$ cat config.mk
export PLATFORM = sky130hd
export DESIGN_NAME = eth_tx_frame_mux
export DESIGN_NICKNAME = d
export VERILOG_FILES = /design/src/rtl/eth_tx_frame_mux.sv
export SDC_FILE = /design/constraint.sdc
export NUM_CORES = 2
export LEC_CHECK = 0
export BUFFER_PORTS_ARGS = -buffer_cell sky130_fd_sc_hd__buf_4
export CORE_ASPECT_RATIO = 0.9
export CORE_MARGIN = 8
export CORE_UTILIZATION = 45
export CTS_CLUSTER_SIZE = 12
export DETAILED_ROUTE_END_ITERATION = 7
export PLACE_DENSITY = 0.56
export SYNTH_ARGS = -nofsm -noshare
export SYNTH_HDL_FRONTEND = slang
export SYNTH_SLANG_ARGS = --single-unit
export TNS_END_PERCENT = 30
$ cat constraint.sdc
create_clock -name clk_i -period 22.8 [get_ports clk_i]
set_clock_uncertainty 0.2 [all_clocks]
set_input_delay 6.84 -clock clk_i [delete_from_list [all_inputs] [get_ports clk_i]]
set_output_delay 6.84 -clock clk_i [all_outputs]
set_load 0.03 [all_outputs]
$ cat src/rtl/eth_tx_frame_mux.sv
// eth_tx_frame_mux: N-channel MMIO frame writer into per-channel circular
// buffers, with round-robin arbitration of committed frames onto one AXIS TX
// stream. Optional macro ETH_TX_FRAME_MUX_STATS_EN adds per-channel
// sent-frame counters on sent_frames_o.
module eth_tx_frame_mux #(
    parameter  int channels_p       = 2,
    parameter  int data_width_p     = 64,
    parameter  int depth_p          = 16,
    localparam int keep_width_lp    = data_width_p / 8,
    localparam int chan_id_width_lp = (channels_p > 1) ? $clog2(channels_p) : 1,
    localparam int ptr_width_lp     = $clog2(depth_p) + 1
) (
    input  logic                                 clk_i,
    input  logic                                 reset_n_i,
    input  logic                                 wr_v_i,
    input  logic [chan_id_width_lp-1:0]          wr_chan_i,
    input  logic [data_width_p-1:0]              wr_data_i,
    input  logic [keep_width_lp-1:0]             wr_keep_i,
    input  logic                                 wr_last_i,
    input  logic                                 wr_abort_i,
    output logic                                 wr_yumi_o,
    output logic [data_width_p-1:0]              tx_axis_tdata_o,
    output logic [keep_width_lp-1:0]             tx_axis_tkeep_o,
    output logic                                 tx_axis_tvalid_o,
    input  logic                                 tx_axis_tready_i,
    output logic                                 tx_axis_tlast_o,
    output logic [chan_id_width_lp-1:0]          tx_axis_tdest_o,
    output logic [channels_p*ptr_width_lp-1:0]   chan_space_o,
    output logic [channels_p*ptr_width_lp-1:0]   chan_frames_o,
    output logic [channels_p-1:0]                overflow_o,
    input  logic                                 overflow_clear_i
`ifdef ETH_TX_FRAME_MUX_STATS_EN
    ,output logic [channels_p*16-1:0]            sent_frames_o
`endif
);

    localparam int addr_width_lp = ptr_width_lp - 1;
    localparam logic [ptr_width_lp-1:0] depth_lp = ptr_width_lp'(depth_p);
    localparam logic [ptr_width_lp-1:0] one_lp   = ptr_width_lp'(1);

    typedef enum logic {IDLE, SEND} state_e;

    state_e                      state_r, state_n;
    logic [chan_id_width_lp-1:0] grant_r, grant_n;
    logic [chan_id_width_lp-1:0] last_grant_r, last_grant_n;
    logic [chan_id_width_lp-1:0] pick, cand;
    logic                        pick_v;

    logic [ptr_width_lp-1:0]  wr_ptr_r     [channels_p];
    logic [ptr_width_lp-1:0]  commit_ptr_r [channels_p];
    logic [ptr_width_lp-1:0]  rd_ptr_r     [channels_p];
    logic [ptr_width_lp-1:0]  frames_r     [channels_p];
    logic [ptr_width_lp-1:0]  used         [channels_p];

    logic [data_width_p-1:0]  mem_data_r [channels_p][depth_p];
    logic [keep_width_lp-1:0] mem_keep_r [channels_p][depth_p];
    logic [depth_p-1:0]       mem_last_r [channels_p];

    logic [channels_p-1:0] sel, full, accept, ovf_set, drop, commit, rd_inc, done;
    logic                  beat, rd_last;
    logic [keep_width_lp-1:0] rd_keep;

    // Per-channel write acceptance, abort/overflow and read-advance strobes
    always_comb begin
        for (int unsigned c = 0; c < channels_p; c++) begin
            used[c]    = wr_ptr_r[c] - rd_ptr_r[c];
            full[c]    = (used[c] == depth_lp);
            sel[c]     = (wr_chan_i == chan_id_width_lp'(c));
            accept[c]  = wr_v_i & ~wr_abort_i & sel[c] & ~full[c];
            ovf_set[c] = wr_v_i & ~wr_abort_i & sel[c] & full[c] & (frames_r[c] == '0);
            drop[c]    = (wr_v_i & wr_abort_i & sel[c]) | ovf_set[c];
            commit[c]  = accept[c] & wr_last_i;
            rd_inc[c]  = beat & (grant_r == chan_id_width_lp'(c));
            done[c]    = rd_inc[c] & rd_last;
        end
    end

    assign wr_yumi_o = |accept;

    // Flatten per-channel occupancy and frame counts onto the status buses
    always_comb begin
        chan_space_o  = '0;
        chan_frames_o = '0;
        for (int unsigned c = 0; c < channels_p; c++) begin
            chan_space_o[c*ptr_width_lp +: ptr_width_lp]  = depth_lp - used[c];
            chan_frames_o[c*ptr_width_lp +: ptr_width_lp] = frames_r[c];
        end
    end

    // Arbiter next-state, round-robin pick and AXIS read-side outputs
    always_comb begin
        state_n      = state_r;
        grant_n      = grant_r;
        last_grant_n = last_grant_r;
        pick_v       = 1'b0;
        pick         = '0;
        cand         = '0;
        for (int unsigned i = 1; i <= channels_p; i++) begin
            cand = chan_id_width_lp'((32'(last_grant_r) + i) % channels_p);
            if (!pick_v && frames_r[cand] != '0) begin
                pick_v = 1'b1;
                pick   = cand;
            end
        end
        rd_last          = mem_last_r[grant_r][rd_ptr_r[grant_r][addr_width_lp-1:0]];
        rd_keep          = mem_keep_r[grant_r][rd_ptr_r[grant_r][addr_width_lp-1:0]];
        tx_axis_tdata_o  = mem_data_r[grant_r][rd_ptr_r[grant_r][addr_width_lp-1:0]];
        tx_axis_tvalid_o = (state_r == SEND);
        tx_axis_tlast_o  = (state_r == SEND) & rd_last;
        tx_axis_tkeep_o  = rd_last ? rd_keep : '1;
        tx_axis_tdest_o  = grant_r;
        beat             = tx_axis_tvalid_o & tx_axis_tready_i;
        case (state_r)
            IDLE: begin
                if (pick_v) begin
                    state_n = SEND;
                    grant_n = pick;
                end
            end
            SEND: begin
                if (beat && rd_last) begin
                    state_n      = IDLE;
                    last_grant_n = grant_r;
                end
            end
            default: state_n = IDLE;
        endcase
    end

    // Arbiter state, current grant and round-robin history
    always_ff @(posedge clk_i) begin
        if (!reset_n_i) begin
            state_r      <= IDLE;
            grant_r      <= '0;
            last_grant_r <= chan_id_width_lp'(channels_p - 1);
        end else begin
            state_r      <= state_n;
            grant_r      <= grant_n;
            last_grant_r <= last_grant_n;
        end
    end

    // Per-channel pointers, frame counters and sticky overflow flags
    always_ff @(posedge clk_i) begin
        if (!reset_n_i) begin
            for (int unsigned c = 0; c < channels_p; c++) begin
                wr_ptr_r[c]     <= '0;
                commit_ptr_r[c] <= '0;
                rd_ptr_r[c]     <= '0;
                frames_r[c]     <= '0;
                overflow_o[c]   <= 1'b0;
            end
        end else begin
            for (int unsigned c = 0; c < channels_p; c++) begin
                if (drop[c])
                    wr_ptr_r[c] <= commit_ptr_r[c];
                else if (accept[c])
                    wr_ptr_r[c] <= wr_ptr_r[c] + one_lp;
                if (commit[c])
                    commit_ptr_r[c] <= wr_ptr_r[c] + one_lp;
                if (rd_inc[c])
                    rd_ptr_r[c] <= rd_ptr_r[c] + one_lp;
                frames_r[c] <= frames_r[c] + ptr_width_lp'(commit[c]) - ptr_width_lp'(done[c]);
                if (ovf_set[c])
                    overflow_o[c] <= 1'b1;
                else if (overflow_clear_i)
                    overflow_o[c] <= 1'b0;
            end
        end
    end

    // Frame buffer storage: word, keep and last bit per slot
    always_ff @(posedge clk_i) begin
        for (int unsigned c = 0; c < channels_p; c++) begin
            if (accept[c]) begin
                mem_data_r[c][wr_ptr_r[c][addr_width_lp-1:0]] <= wr_data_i;
                mem_keep_r[c][wr_ptr_r[c][addr_width_lp-1:0]] <= wr_keep_i;
                mem_last_r[c][wr_ptr_r[c][addr_width_lp-1:0]] <= wr_last_i;
            end
        end
    end

`ifdef ETH_TX_FRAME_MUX_STATS_EN
    logic [15:0] sent_r [channels_p];

    // Wrapping count of completed frames per channel
    always_ff @(posedge clk_i) begin
        for (int unsigned c = 0; c < channels_p; c++) begin
            if (!reset_n_i)
                sent_r[c] <= '0;
            else if (done[c])
                sent_r[c] <= sent_r[c] + 16'd1;
        end
    end

    // Flatten sent-frame counters onto the stats bus
    always_comb begin
        sent_frames_o = '0;
        for (int unsigned c = 0; c < channels_p; c++)
            sent_frames_o[c*16 +: 16] = sent_r[c];
    end
`endif

endmodule
Word-level counts from Yosys, hierarchy flattened
Memories as Yosys holds them, arrays and structs flattened. A register that Yosys moved wholly into a read port is not among the register bits.
Cells that the tools add are included.
Word-level totals
  bits in registers: 5
  bits in writable memories: 2376
  bits of input ports: 80
  output and inout port bits: 98
  memories: 7
Operators by class
  add/sub/neg operators: 14
  magnitude comparators: 10
  equal/unequal tests: 2
  multiplexer cells: 92
  bitwise gates (word level): 41
  reduce and logical (&&, ||, !) cells: 19
Memories
  mem_data_r: depth 2, bits a word 1024, read ports 1, clocked after Yosys merged registers in 1, write ports 1, line 55  | logic [data_width_p-1:0] mem_data_r [channels_p][depth_p];
  mem_keep_r: depth 2, bits a word 128, read ports 1, clocked after Yosys merged registers in 1, write ports 1, line 56  | logic [keep_width_lp-1:0] mem_keep_r [channels_p][depth_p];
  mem_last_r: depth 2, bits a word 16, read ports 1, clocked after Yosys merged registers in 1, write ports 1, line 57  | logic [depth_p-1:0] mem_last_r [channels_p];
  commit_ptr_r: depth 2, bits a word 5, read ports 2, clocked after Yosys merged registers in 0, write ports 2, line 50  | logic [ptr_width_lp-1:0] commit_ptr_r [channels_p];
  frames_r: depth 2, bits a word 5, read ports 4, clocked after Yosys merged registers in 0, write ports 2, line 52  | logic [ptr_width_lp-1:0] frames_r [channels_p];
  rd_ptr_r: depth 2, bits a word 5, read ports 3, clocked after Yosys merged registers in 1, write ports 2, line 51  | logic [ptr_width_lp-1:0] rd_ptr_r [channels_p];
  +1 memories
Operator list (number)
  $mux 1024: 4
  $reduce_or 1024->1: 1
  $demux 64 s4: 2
  $mux 128: 4
  $bmux 64 s4: 1
  $mux 64: 4
  $reduce_or 128->1: 1
  $demux 8 s4: 2
  $mux 16: 4
  $mux 1: 51
  $mux 5: 10
  $mux 8: 5
  $bmux 8 s4: 1
  $add 5x1->5 const B: 4
  $and 1x1->1: 20
  $reduce_or 16->1: 1
  $ge 5x5->1 const B: 3
  $lt 4x5->1 const B: 3
  $not 4->5: 3
  $or 1x1->1: 12
  $add 5x1->5: 2
  $eq 5x5->1 const B: 2
  $logic_not 5->1: 2
  $lt 5x1->1 const B: 2
  15 further kinds: 34

Depth between registers and ports, before layout
  depth in word-level cells: 11
  depth in mapped cells: 19
  gate-level depth less buffers: 18

Worst setup path after synthesis
OpenSTA, ideal clock, no wires.
  path type: input port to flip-flop
  start: in wr_abort_i
  end: mem mem_data_r[0][1000] (netlist name) (enable)
  library setup time: 0.684 ns
  arrival: 14.388 ns
  data required time: 21.916 ns
  path slack: 7.528 ns
  stages on the path: 4
  buffers on the path: 1
  cell sequence: nand2b_1 -> or3_1 -> clkbuf_1 -> nor4_1
On the way
  longest elaborated chain between the ends: 8
Ends and longest elaborated chain
  from (decl): line 20  | input logic wr_abort_i,
  $not 1->1 (*): line 69  | accept[c] = wr_v_i & ~wr_abort_i & sel[c] & ~full[c];
  $and 1x1->1 (*): line 69
  $and 1x1->1 (2 in series): line 69
  $mux 1: line 175  | if (accept[c]) begin
  $mux 1024 (implied by the code): line 176  | mem_data_r[c][wr_ptr_r[c][addr_width_lp-1:0]] <= wr_data_i;
  $reduce_or 1024->1 (no line)
  $mux 1 (no line) or $mux 1024 (tied branches)
  to (decl): line 55
Mark *: on every way between the ends. The rest lies on a longest branch, timed or not.

Worst setup path after layout
  start: in wr_abort_i
  end: out wr_yumi_o
On the way
  longest elaborated chain between the ends: 5
Ends and longest elaborated chain
  $not 1->1 (*): line 69
  $and 1x1->1 (*): line 69
  $and 1x1->1 (2 in series): line 69
  $reduce_or 2->1 (*): line 78  | assign wr_yumi_o = |accept;
  to (decl): line 21  | output logic wr_yumi_o,
Marks and branches as above.

==> reports/qor_table.md <==
| Step | Metric | Value |
|:---|:---|:---|
| sta | Worst-case headroom to the max-slew limit | 16.3% |
| global route | Global-route wire length before repair | 353 mm |
| sta | Clock period minus final worst setup slack | 15120 ps |
| floorplanning | Height of the die | 448 um |
| drt | Antenna Nets Post-Route | 0 |
| logic synthesis | Synth Warn # | 0 |
| sta | Final Worst Setup Slack | 7680 ps |
| clocking | Number of hold buffers added after cts | 0 |
| sta | Final Hold Slack | 286 ps |
| logic synthesis | Commonest cells in the synthesized netlist | edfxtp_1 (2366), nand2_1 (416), mux2i_1 (396) |
| sta | Final critical-path share of the clock period | 66.3% |
| logic synthesis | Post-synth cell types | 54 |
| floorplanning | Full die area | 222000 um^2 |
| logic synthesis | Largest cells by area after synthesis | edfxtp_1 (76%), mux4_2 (8.5%), mux2i_1 (4.2%) |
| floorplanning | Core area | 206000 um^2 |
| logic synthesis | Number of flip-flops and latches in the synthesized netlist | 2383 |
| clocking | Insertion delay of the later-clocked pin in the worst-skew pair | 860 ps |
| placement | Number of port buffers | 177 |
| logic synthesis | Per-instance average area after synthesis | 19.4 um^2 |
| logic synthesis | Number of enable-type register cells in the synthesized netlist | 2366 |
| global route | Initial antenna violation count | 15 |
| drt | Routed wire length | 248 mm |
| drt | Detailed Route Iter0 Violations | 4797 |
| logic synthesis | Leading cell type by number of instances after synthesis | edfxtp_1 |
| run | Maxcap violations | 0 |
| critical path | Crit start category | input pin |
| global route | Global-route congestion overflow total | 0 |
| sta | Maximum clock frequency | 0.0661 GHz |
| global route | Overall routing resource usage | 22.0% |
| sta | Number of hold violations in the final report | 0 |
| pwr | Standby leakage power | 33.3 nW |
| drt | DRT Pass-1 Iters | 5 |
| critical path | Crit path capture type | primary output |
| clocking | Sink Count | 2383 |
| worst hold path | Min-delay worst type | reg2reg |
| final layout | Final-layout fill cell count | 16381 |
| status | Result of the run | finished, final reports clean |
| floorplanning | Initial cell density of the core | 45.3% |
| clocking | Post-cts sizing count | 0 |
| floorplanning | IO Pins | 178 |
| logic synthesis | Cell taking the most area after synthesis | edfxtp_1 |
| sta | Setup repair after global routing missed its margin | no |
| clocking | Count of H-tree levels built during CTS | 4 |
| floorplanning | Die extent in x | 496 um |
| sta | Final-report setup violation count | 0 |
| drt | DRC Markers | 0 |
| floorplanning | Cell Rows | 158 |
| final layout | Final Net Count | 5186 |
| placement | Routability cong. | 0.737 |
| placement | Dpl ws | 7690 ps |
| clocking | Max Buffers Root-to-Sink | 3 |
| sta | Final count of pins violating max slew | 0 |
| logic synthesis | Sequential-to-total area share from yosys stat | 76.4% |
| critical path | Worst EP arrival | 8080 ps |
| clocking | Clock tree from TritonCTS | yes |
| critical path | Critical path fanouts, max | 10 |
| sta | Fin Setup TNS | 0 ps |
| sta | Pin slew with the least headroom to its limit | 1250 ps |
| clocking | Post CTS Setup Buffer Count | 0 |
| logic synthesis | Async S/R FF share, synth | 0% |
| pwr | Post-layout total power | 11.4 mW |
| drt | Vias/cell | 6.00 |
| clocking | Root Buffer | clkbuf_16 |
| clocking | Number of clock buffers inserted by TritonCTS | 235 |
| global route | Vias in the first global route | 48098 |
| logic synthesis | Syn Nets | 4935 |
| final layout | Area added between synthesis and finish | 12.4% |
| drt | Routed via count | 47617 |
| clocking | CTS clk-pin slew, worst paths | 60 ps |
| pwr | Worst IR drop on VDD | 0.126 mV |
| logic synthesis | Top flip-flop cell by instance count after synthesis | edfxtp_1 |
| global route | Maximum number of pins on one net before global-route repair | 145 |
| critical path | Worst EP required | 15760 ps |
| critical path | Setup CP Type | in2out |
| pwr | Cell area power density | 108 nW/um^2 |
| placement | Sum of net half-perimeters after detailed placement | 123 mm |
| logic synthesis | Number of standard cells after synthesis | 4817 |
| logic synthesis | Synth top area share | 76.1% |
| logic synthesis | Post-Synthesis Cell Area | 93400 um^2 |
| final layout | Share of final-layout standard cells stronger than drive strength 1 | 19.6% |
| drt | Avg WL per Cell | 31.2 um |
[state kept, by name, indices dropped and copies added, names as in the netlist, named ones only]
name	count
tx_axis_tdest_o	1
tx_axis_tvalid_o	1
overflow_o	2
mem_data_r	2048
frames_r	10
mem_keep_r	256
wr_ptr_r	10
rd_ptr_r	10
last_grant_r	1
commit_ptr_r	10
mem_last_r	32
[where the power goes]
group / internal (mW) / switching, mW / total (mW)
Clock: 1.99 / 1.59 / 3.58
Sequential: 4.86 / 0.0379 / 4.90
Combinational: 1.07 / 1.84 / 2.91
Total: 7.92 / 3.46 / 11.4
[layer usage]
layer / routed length (um) / GRT usage (%) / vias to the layer above
met5: 13 / 0 / -
met1: 107000 / 31.2 / 25553
li1: - / - / 20166
met3: 14200 / 3.23 / 351
met4: 6350 / 5.98 / 2
met2: 120000 / 36.1 / 1545
[placed cells by master (no fill, tap or decap), types with 63 or more instances in the layout]
cell type / instances
a21oi_1: 100
a211oi_1: 159
mux4_2: 354
edfxtp_1: 2366
nor2b_1: 69
nand2_1: 416
clkbuf_1: 63
mux2i_1: 394
a311oi_1: 67
buf_4: 303
and3_1: 69
clkbuf_16: 237
[layout make-up]
cell class                 instances  area [um^2]  share of cell area, %
multi-input combinational       2099        20700                   19.8
clock inverter                    77          657                  0.626
clock buffer                     305         6240                   5.94
antenna                            7         17.5                 0.0167
timing repair buffer             307         2350                   2.24
inverter                          42          163                  0.155
sequential                      2383        71400                   68.0
tap                             2720         3400                   3.24
[worst max-delay path: stages]
cell      delay (ps)
buf_4            130
nand2b_1         170
or3_1            520
o21ai_0          210
buf_4            220
[final timing paths]
path                  startpoint             end  slack [ps]  cells after the start
setup / recovery      wr_abort_i       wr_yumi_o        7680                      5
hold / removal     overflow_o[0]   overflow_o[0]         290                      2
setup reg to reg  rd_ptr_r[1][0]  frames_r[1][4]       16630                     18
hold reg to reg    overflow_o[0]   overflow_o[0]         290                      2
[stage by stage]
| stage | cells | area [um^2] | utilization, % |
|---|---|---|---|
| 2_1_floorplan | 4817 | 93400 | - |
| 3_3_place_gp | 7551 | 98100 | 47.6 |
| 3_5_place_dp | 7551 | 98100 | 47.6 |
| 4_1_cts | 7933 | 105000 | 50.9 |
| 5_1_grt | 7939 | 105000 | 50.9 |
| 6_report | 7940 | 105000 | 50.9 |
[logic make-up (layout without fill, tap and decap cells)]
kind of cell,count (synthesis),in the layout,share of synthesized area (%)
buffers and inverters,335,731,1.67
XOR/XNOR,30,30,0.281
adder cells (fa/ha/maj),38,38,0.541
multiplexers,764,764,13.0
flip-flops,2383,2383,76.4
AND/OR/NAND/NOR,693,693,3.32
AO/OA/AOI/OAI,574,574,4.78
other,0,7,0
No activity file was read; power rests on OpenSTA's default activity.
